[src/rtl/nr_div_pkg.sv]
// nr_div_pkg: FSM state type and legal WIDTH limits shared by the non-restoring divider files.
// Used by nonrestoring_divider (optional signed mode: SIGNED_DIV_EN) and nr_div_step.
package nr_div_pkg;

    localparam int NR_DIV_MIN_WIDTH = 2;
    localparam int NR_DIV_MAX_WIDTH = 32;

    typedef enum logic [1:0] {
        IDLE = 2'd0,
        ITER = 2'd1,
        FIX  = 2'd2,
        DONE = 2'd3
    } nr_div_state_e;

    // Evaluated at elaboration by the top to reject unsupported WIDTH values.
    function automatic bit nr_div_width_ok(input int width);
        return (width >= NR_DIV_MIN_WIDTH) && (width <= NR_DIV_MAX_WIDTH);
    endfunction

endpackage

[src/rtl/nr_div_step.sv]
// nr_div_step: one combinational non-restoring iteration on the {A,Qr} pair.
// A is WIDTH+1 bits two's complement; Mr is an unsigned WIDTH-bit divisor magnitude.
module nr_div_step
    import nr_div_pkg::*;
#(
    parameter int WIDTH = 8
) (
    input  logic [WIDTH:0]   a_i,
    input  logic [WIDTH-1:0] qr_i,
    input  logic [WIDTH-1:0] mr_i,
    output logic [WIDTH:0]   a_next_o,
    output logic [WIDTH-1:0] qr_next_o
);

    logic [WIDTH:0] a_shift_s;
    logic [WIDTH:0] mr_ext_s;

    // Shift, then add or subtract; the pre-shift sign of A selects the operation because
    // the shifted intermediate may wrap in WIDTH+1 bits while the final A never does.
    always_comb begin
        a_shift_s = {a_i[WIDTH-1:0], qr_i[WIDTH-1]};
        mr_ext_s  = {1'b0, mr_i};
        if (a_i[WIDTH] == 1'b0) begin
            a_next_o = a_shift_s - mr_ext_s;
        end else begin
            a_next_o = a_shift_s + mr_ext_s;
        end
        qr_next_o = {qr_i[WIDTH-2:0], ~a_next_o[WIDTH]};
    end

endmodule

[src/rtl/nonrestoring_divider.sv]
// nonrestoring_divider: WIDTH-generic multi-cycle non-restoring divider, one quotient bit per clock.
// Define SIGNED_DIV_EN to add the sgn port and two's complement operation.
module nonrestoring_divider
    import nr_div_pkg::*;
#(
    parameter int WIDTH = 8
) (
    input  logic             clk,
    input  logic             rst,
    input  logic             start,
    input  logic [WIDTH-1:0] dividend,
    input  logic [WIDTH-1:0] divisor,
`ifdef SIGNED_DIV_EN
    input  logic             sgn,
`endif
    output logic             busy,
    output logic             done,
    output logic [WIDTH-1:0] quotient,
    output logic [WIDTH-1:0] remain,
    output logic             div_by_zero
);

    localparam int CNT_W = $clog2(WIDTH + 1);

    if (!nr_div_width_ok(WIDTH)) begin : g_width_check
        $error("nonrestoring_divider: WIDTH %0d outside %0d..%0d", WIDTH, NR_DIV_MIN_WIDTH, NR_DIV_MAX_WIDTH);
    end

    nr_div_state_e      state_q;
    logic [WIDTH:0]     a_q;
    logic [WIDTH-1:0]   qr_q;
    logic [WIDTH-1:0]   mr_q;
    logic [CNT_W-1:0]   cnt_q;
    logic [WIDTH-1:0]   quot_q;
    logic [WIDTH-1:0]   rem_q;
    logic               dbz_q;
    logic               busy_q;
    logic               done_q;

    logic [WIDTH-1:0]   q_mag_d;
    logic [WIDTH-1:0]   m_mag_d;
    logic [WIDTH:0]     a_step_d;
    logic [WIDTH-1:0]   qr_step_d;
    logic [WIDTH:0]     a_fix_d;
    logic [WIDTH-1:0]   quot_d;
    logic [WIDTH-1:0]   rem_d;

`ifdef SIGNED_DIV_EN
    logic               neg_q_q;
    logic               neg_r_q;
    logic               neg_q_d;
    logic               neg_r_d;

    // Operand magnitudes and result sign flags captured on the accepting edge.
    always_comb begin
        q_mag_d = dividend;
        m_mag_d = divisor;
        neg_q_d = 1'b0;
        neg_r_d = 1'b0;
        if (sgn) begin
            if (dividend[WIDTH-1]) begin
                q_mag_d = -dividend;
            end else begin
                q_mag_d = dividend;
            end
            if (divisor[WIDTH-1]) begin
                m_mag_d = -divisor;
            end else begin
                m_mag_d = divisor;
            end
            neg_q_d = dividend[WIDTH-1] ^ divisor[WIDTH-1];
            neg_r_d = dividend[WIDTH-1];
        end else begin
            neg_q_d = 1'b0;
            neg_r_d = 1'b0;
        end
    end
`else
    // Unsigned build: magnitudes are the raw operands.
    always_comb begin
        q_mag_d = dividend;
        m_mag_d = divisor;
    end
`endif

    nr_div_step #(
        .WIDTH (WIDTH)
    ) u_step (
        .a_i       (a_q),
        .qr_i      (qr_q),
        .mr_i      (mr_q),
        .a_next_o  (a_step_d),
        .qr_next_o (qr_step_d)
    );

    // Final remainder restore and (optionally) sign correction of both results.
    always_comb begin
        if (a_q[WIDTH]) begin
            a_fix_d = a_q + {1'b0, mr_q};
        end else begin
            a_fix_d = a_q;
        end
        quot_d = qr_q;
        rem_d  = a_fix_d[WIDTH-1:0];
`ifdef SIGNED_DIV_EN
        if (neg_q_q) begin
            quot_d = -qr_q;
        end else begin
            quot_d = qr_q;
        end
        if (neg_r_q) begin
            rem_d = -a_fix_d[WIDTH-1:0];
        end else begin
            rem_d = a_fix_d[WIDTH-1:0];
        end
`endif
    end

    // Control FSM with registered handshake and result outputs.
    always_ff @(posedge clk) begin
        if (rst) begin
            state_q <= IDLE;
            a_q     <= '0;
            qr_q    <= '0;
            mr_q    <= '0;
            cnt_q   <= '0;
            quot_q  <= '0;
            rem_q   <= '0;
            dbz_q   <= 1'b0;
            busy_q  <= 1'b0;
            done_q  <= 1'b0;
`ifdef SIGNED_DIV_EN
            neg_q_q <= 1'b0;
            neg_r_q <= 1'b0;
`endif
        end else begin
            case (state_q)
                IDLE: begin
                    if (start) begin
                        busy_q <= 1'b1;
                        if (divisor == '0) begin
                            quot_q  <= '1;
                            rem_q   <= dividend;
                            dbz_q   <= 1'b1;
                            state_q <= DONE;
                        end else begin
                            a_q     <= '0;
                            qr_q    <= q_mag_d;
                            mr_q    <= m_mag_d;
                            cnt_q   <= CNT_W'(WIDTH);
`ifdef SIGNED_DIV_EN
                            neg_q_q <= neg_q_d;
                            neg_r_q <= neg_r_d;
`endif
                            state_q <= ITER;
                        end
                    end else begin
                        busy_q <= 1'b0;
                    end
                end
                ITER: begin
                    a_q   <= a_step_d;
                    qr_q  <= qr_step_d;
                    cnt_q <= cnt_q - CNT_W'(1);
                    if (cnt_q == CNT_W'(1)) begin
                        state_q <= FIX;
                    end else begin
                        state_q <= ITER;
                    end
                end
                FIX: begin
                    quot_q  <= quot_d;
                    rem_q   <= rem_d;
                    dbz_q   <= 1'b0;
                    done_q  <= 1'b1;
                    state_q <= DONE;
                end
                DONE: begin
                    // Divide-by-zero enters with done low and spends one cycle raising it.
                    if (done_q) begin
                        done_q  <= 1'b0;
                        busy_q  <= 1'b0;
                        state_q <= IDLE;
                    end else begin
                        done_q  <= 1'b1;
                    end
                end
                default: begin
                    state_q <= IDLE;
                    busy_q  <= 1'b0;
                    done_q  <= 1'b0;
                end
            endcase
        end
    end

    assign busy        = busy_q;
    assign done        = done_q;
    assign quotient    = quot_q;
    assign remain      = rem_q;
    assign div_by_zero = dbz_q;

endmodule

[config.mk]
export PLATFORM = sky130hd
export DESIGN_NAME = nonrestoring_divider
export DESIGN_NICKNAME = d
export VERILOG_FILES = /design/src/rtl/nr_div_pkg.sv /design/src/rtl/nr_div_step.sv /design/src/rtl/nonrestoring_divider.sv
export SDC_FILE = /design/constraint.sdc
export NUM_CORES = 1
export LEC_CHECK = 0
export BUFFER_PORTS_ARGS = -buffer_cell sky130_fd_sc_hd__buf_4
export CORE_MARGIN = 3
export CORE_UTILIZATION = 45
export CTS_CLUSTER_DIAMETER = 60
export DETAILED_ROUTE_END_ITERATION = 6
export GPL_ROUTABILITY_DRIVEN = 0
export SETUP_SLACK_MARGIN = 0.5
export SYNTH_ARGS = -nofsm -noshare
export SYNTH_HDL_FRONTEND = slang
export SYNTH_SLANG_ARGS = --single-unit
[constraint.sdc]
create_clock -name clk -period 6.1 [get_ports clk]
set_clock_uncertainty 0.1 [all_clocks]
set_input_delay 1.22 -clock clk [delete_from_list [all_inputs] [get_ports clk]]
set_output_delay 1.22 -clock clk [all_outputs]
set_load 0.1 [all_outputs]
-- Word level (Yosys, flattened, before mapping)
Index checks and enable logic that the tools add are counted.
- multiplexer cells: 30
- reduce and logical (&&, ||, !) cells: 11
- equal/unequal tests: 8
- bitwise gates (word level): 2
- add/subtract/negate cells: 4
- operators with widths (cell ; number):
    two-way mux 8 bit ; 7
    one-hot mux 8 bit (2 select lines) ; 3
    two-way mux 9 bit ; 3
    one-hot mux 9 bit (2 select lines) ; 1
    adder 9 x 8 -> 9 bit ; 1
    AND reduction 3 bit ; 3
    subtractor 9 x 8 -> 9 bit ; 1
    adder 8 bit ; 1
    zero test 8 bit ; 1
    two-way mux 2 bit ; 4
    two-way mux 4 bit ; 2
    inequality test 2 bit (second input constant) ; 4
    one-hot mux 2 bit (4 select lines) ; 1
    one-hot mux 4 bit (2 select lines) ; 1
    nonzero test 2 bit ; 4
    one-hot mux 1 bit (2 select lines) ; 3
    two-way mux 1 bit ; 5
    == test 2 bit (second input constant) ; 2
    == test 4 x 1 -> 1 bit (second input constant) ; 1
    AND reduction 2 bit ; 2
    subtractor 4 x 1 -> 4 bit (second input constant) ; 1
    == test 2 x 1 -> 1 bit (second input constant) ; 1
    zero test 2 bit ; 1
    NOT 1 bit ; 2
- input bits: 19
- output and inout port bits: 19
- word-level logic and storage cells: 65
- register bits after elaboration: 50

-- Logic depth before layout (Yosys ltp)
- depth after elaboration: 4
- mapped depth: 11

-- Hierarchy
A second synthesis with hierarchy kept.
- cells, all modules: 353
- area, all modules: 2989.1 um2
- modules (own cells, without submodules) (module ; instances ; area an instance (um2) ; cells an instance):
    nonrestoring_divider ; 1 ; 2379.8 ; 274
    nr_div_step ; 1 ; 609.3 ; 79

-- Worst setup path before layout
OpenSTA, ideal clock, no wires.
- path type: flip-flop to flip-flop
- start: register a_q[8]
- end: register qr_q[0]
- setup slack: 3.008 ns
- library setup time: 0.103 ns
- buffers on the path: 2
- period minus slack after synthesis: 3.092 ns
- arrival time: 2.889 ns
- stages on the path, launching flop included: 11
- cell sequence: dfxtp_1 -> clkbuf_1 -> buf_1 -> mux2_2 -> fa_1 -> a21o_1 -> a21oi_2 -> o21bai_1 -> o41ai_1 -> xor2_1 -> a2111oi_2
- longest elaborated chain between the ends: 3
- ends and longest elaborated chain (what ; line ; source):
    start: declaration ; nonrestoring_divider.sv:30 ; logic [WIDTH:0] a_q;
    start signal: assignment ; nonrestoring_divider.sv:162 ; a_q <= a_step_d;
    two-way mux 9 bit ; nr_div_step.sv:23 ; if (a_i[WIDTH] == 1'b0) begin
    NOT 1 bit ; nr_div_step.sv:28 ; qr_next_o = {qr_i[WIDTH-2:0], ~a_next_o[WIDTH]};
    one-hot mux 8 bit (2 select lines) ; nonrestoring_divider.sv:137 ; case (state_q)
    end signal: assignment ; nonrestoring_divider.sv:148 ; qr_q <= q_mag_d;
    end signal: assignment ; nonrestoring_divider.sv:163 ; qr_q <= qr_step_d;
    end: declaration ; nonrestoring_divider.sv:31 ; logic [WIDTH-1:0] qr_q;
No other way between the ends.
A chain may end at the register's enable or synchronous reset.

-- Final worst setup path
Ends and elaborated chain as after synthesis.

==> results.json <==
{
  "pwr-share-seq_pct": 46.4,
  "first_pass_iters": 4,
  "cp_data_required_time_ns": 6.22,
  "placement.io_buffers": 37,
  "routed-via-count": 2426,
  "seq_area_frac_synth_pct": 34.6,
  "worstSetupPathType": "flop to flop",
  "ctsHoldBuffers": 0,
  "route.final.wire_length_um": 7140,
  "run_status": "finished, final reports clean",
  "clock_sink_count": 50,
  "ir_worst_vdd_uv": 125,
  "worstHoldPathType": "flop to flop",
  "detail_route.drc_violations": 0,
  "gr_util_all_layers_pct": 20.2,
  "cp-end-kind": "flop",
  "grt_pass1_wl_um": 11800,
  "crit_path_cell_trace": "mux2_2 > fa_1 > a21o_1 > a21oi_2 > o21bai_1 > o41ai_1 > xor2_1 > a2111oi_2",
  "clockPowerShare_pct": 22.8,
  "fmax_ghz": 0.320,
  "crit_path_start_kind": "flop",
  "report.final.hold_viol_count": 0,
  "drtAntennaViolNets": 0,
  "fp.dieH_um": 86.2,
  "die_w_um": 86.2,
  "yosys.cell_types.count": 59,
  "netlist_area_um2": 2890,
  "number_of_global_route_vias_before_repair": 2254,
  "design.die.area_um2": 7420,
  "postCtsSetupRepairBufs": 0,
  "area_growth_syn_to_layout_pct": 13.0,
  "crit_share_post_route_pct": 51.2,
  "drive_above_1_share_pct": 22.6,
  "core.rowCount": 28,
  "cts.repair.resized": 0,
  "yosys_register_bits": 50,
  "worst_path_dominant_cell_family": "compound AO/OA/AOI/OAI gates",
  "dr.first_iter.drc_count": 209,
  "grt_antenna_before_repair": 0,
  "syn_avg_cell_area_um2": 8.98,
  "route.detailed.vias_per_inst": 5.71,
  "synth_enable_flop_cells": 0,
  "synth.cells.most_frequent": "dfxtp_1, nor2_1, nand2_1",
  "netlist_instances": 322,
  "clk_latency_ns": 0.31,
  "place.detailed.instances": 418,
  "finalNonFillerCells": 425,
  "switching_share_pct": 36.4,
  "num_antenna_cells": 0,
  "cp.buffers_inverters": 0,
  "combinational_power_share_pct": 30.8,
  "synthFlopType": "dfxtp_1",
  "post-synth-top-count-cell": "dfxtp_1",
  "setup-tns-final_ns": 0,
  "min_clock_period_post_route_ns": 3.13,
  "clk_pin_slew_worst_paths_ns": 0.09,
  "synth.largest_area_cell": "dfxtp_1",
  "wl_per_cell_um": 16.8,
  "path_max_fanout": 21,
  "timing_max_transition_violations_final": 0,
  "fin_nets": 389,
  "cts_tree": "done",
  "grt_start_max_net_pins": 43,
  "cts-htree-levels": 2,
  "net-switching-power_mw": 0.309,
  "slowest_stage": "dfxtp_1",
  "setup_repair_after_global_routing_missed_its_margin": "false",
  "initial_utilization_pct": 47.7,
  "timing.critical_path.slowest_cell_delay_ns": 0.77,
  "timing.critical_path.arrival_ns": 3.24,
  "synthesis.nets": 361,
  "max-clock-path-buffers": 2,
  "p_leak_nw": 1.37,
  "max_slew_headroom_pct": 35.3,
  "synth_top_area_share_pct": 34.6,
  "cts_root_buffer": "clkbuf_8",
  "place_hpwl_um": 5270,
  "drv.max_cap_violation_count": 0,
  "core_area_um2": 6060,
  "pwr_density_cell_nw_per_um2": 260,
  "worst_slew_pin_slew_ns": 0.971,
  "synth_area_leaders": "dfxtp_1, ha_1, nor2_1, nand2_1, a21oi_1",
  "grt_overflow": 0,
  "async_reset_ff_share_pct": 0,
  "report.final.setup_viol": 0,
  "p_int_mw": 0.540,
  "ys_warn_count": 0,
  "cts_inserted_buffers": 5,
  "io_pins": 38
}
-- per-stage QoR --
stage               setup slack [ns]  area [um^2]  power [mW]  utilization [%]  hold slack, ns
floorplan                       3.01         2890       0.601                -           0.377
global placement                3.03         3180       0.660             52.5           0.373
detailed placement              2.99         3180       0.661             52.5           0.382
CTS                             2.95         3270       0.861             53.9           0.401
global route                    2.79         3270       0.908             53.9           0.452
finish                          2.97         3270       0.849             53.9           0.397
-- worst register-to-register path: cells and delay by family, from the launching register on --
family | cells | cell delay [ns]
mux | 1 | 0.45
compound gates | 5 | 1.12
fa+ha+maj | 1 | 0.43
flops | 1 | 0.77
xor+xnor | 1 | 0.16
-- sequential cells by signal (all words and copies together), names as in the netlist --
name and count:
done 1, cnt_q 4, quotient 8, div_by_zero 1
busy 1, a_q 9, state_q 2, mr_q 8
remain 8, qr_q 8
-- layout make-up --
cell class                      count  area (um^2)
Tap cell                           75         93.8
Inverter                           12         45.0
Timing Repair Buffer               37          278
Clock inverter                      2         13.8
Fill cell                         599         2790
Multi-Input combinational cell    244         1770
Sequential cell                    50         1000
Clock buffer                        5         68.8
-- worst paths after layout --
path | start | end | slack [ns] | cells past startpoint
worst max-delay path | a_q[8]$_SDFFE_PP0P_ | qr_q[0]$_SDFFE_PP0P_ | 2.97 | 8
worst min-delay path | busy$_SDFFE_PP0P_ | busy$_SDFFE_PP0P_ | 0.40 | 2
worst max register to register | a_q[8]$_SDFFE_PP0P_ | qr_q[0]$_SDFFE_PP0P_ | 2.97 | 8
worst min register to register | busy$_SDFFE_PP0P_ | busy$_SDFFE_PP0P_ | 0.40 | 2
-- cells in the final DEF (no fill, tap or decap), types with 8 or more instances in the layout --
cell type  Yosys  final
nand2_1       34     34
o221a_2        8      8
xor2_1        11     11
inv_1         10     10
a21oi_1       23     23
ha_1          18     18
buf_4          0     37
dfxtp_1       50     50
nor2_1        40     40
a22oi_1        8      8
-- cell families after synthesis --
logic type / count (synthesis) / synth area share (%)
XOR/XNOR: 17 / 5.15
adder cells (fa/ha/maj): 20 / 9.17
AND/OR/NAND/NOR: 111 / 19.1
AO/OA/AOI/OAI: 90 / 25.4
buffers and inverters: 28 / 4.28
multiplexers: 6 / 2.25
flip-flops: 50 / 34.6
-- metal layers --
metal,up-vias,track usage (%),wire length (um)
li1,1243,-,-
met1,1135,28.2,3450
met2,41,31.9,3330
met3,7,4.03,284
met4,0,5.18,73
met5,-,0,0
-- power by group through the flow --
stage / clock (mW) / combinational [mW] / sequential (mW)
6_report: 0.193 / 0.262 / 0.394
2_1_floorplan: 0 / 0.192 / 0.409
3_5_place_dp: 0 / 0.260 / 0.401
3_3_place_gp: 0 / 0.259 / 0.401
5_1_grt: 0.218 / 0.291 / 0.399
4_1_cts: 0.205 / 0.263 / 0.394
No activity file was read; power rests on OpenSTA's default activity.
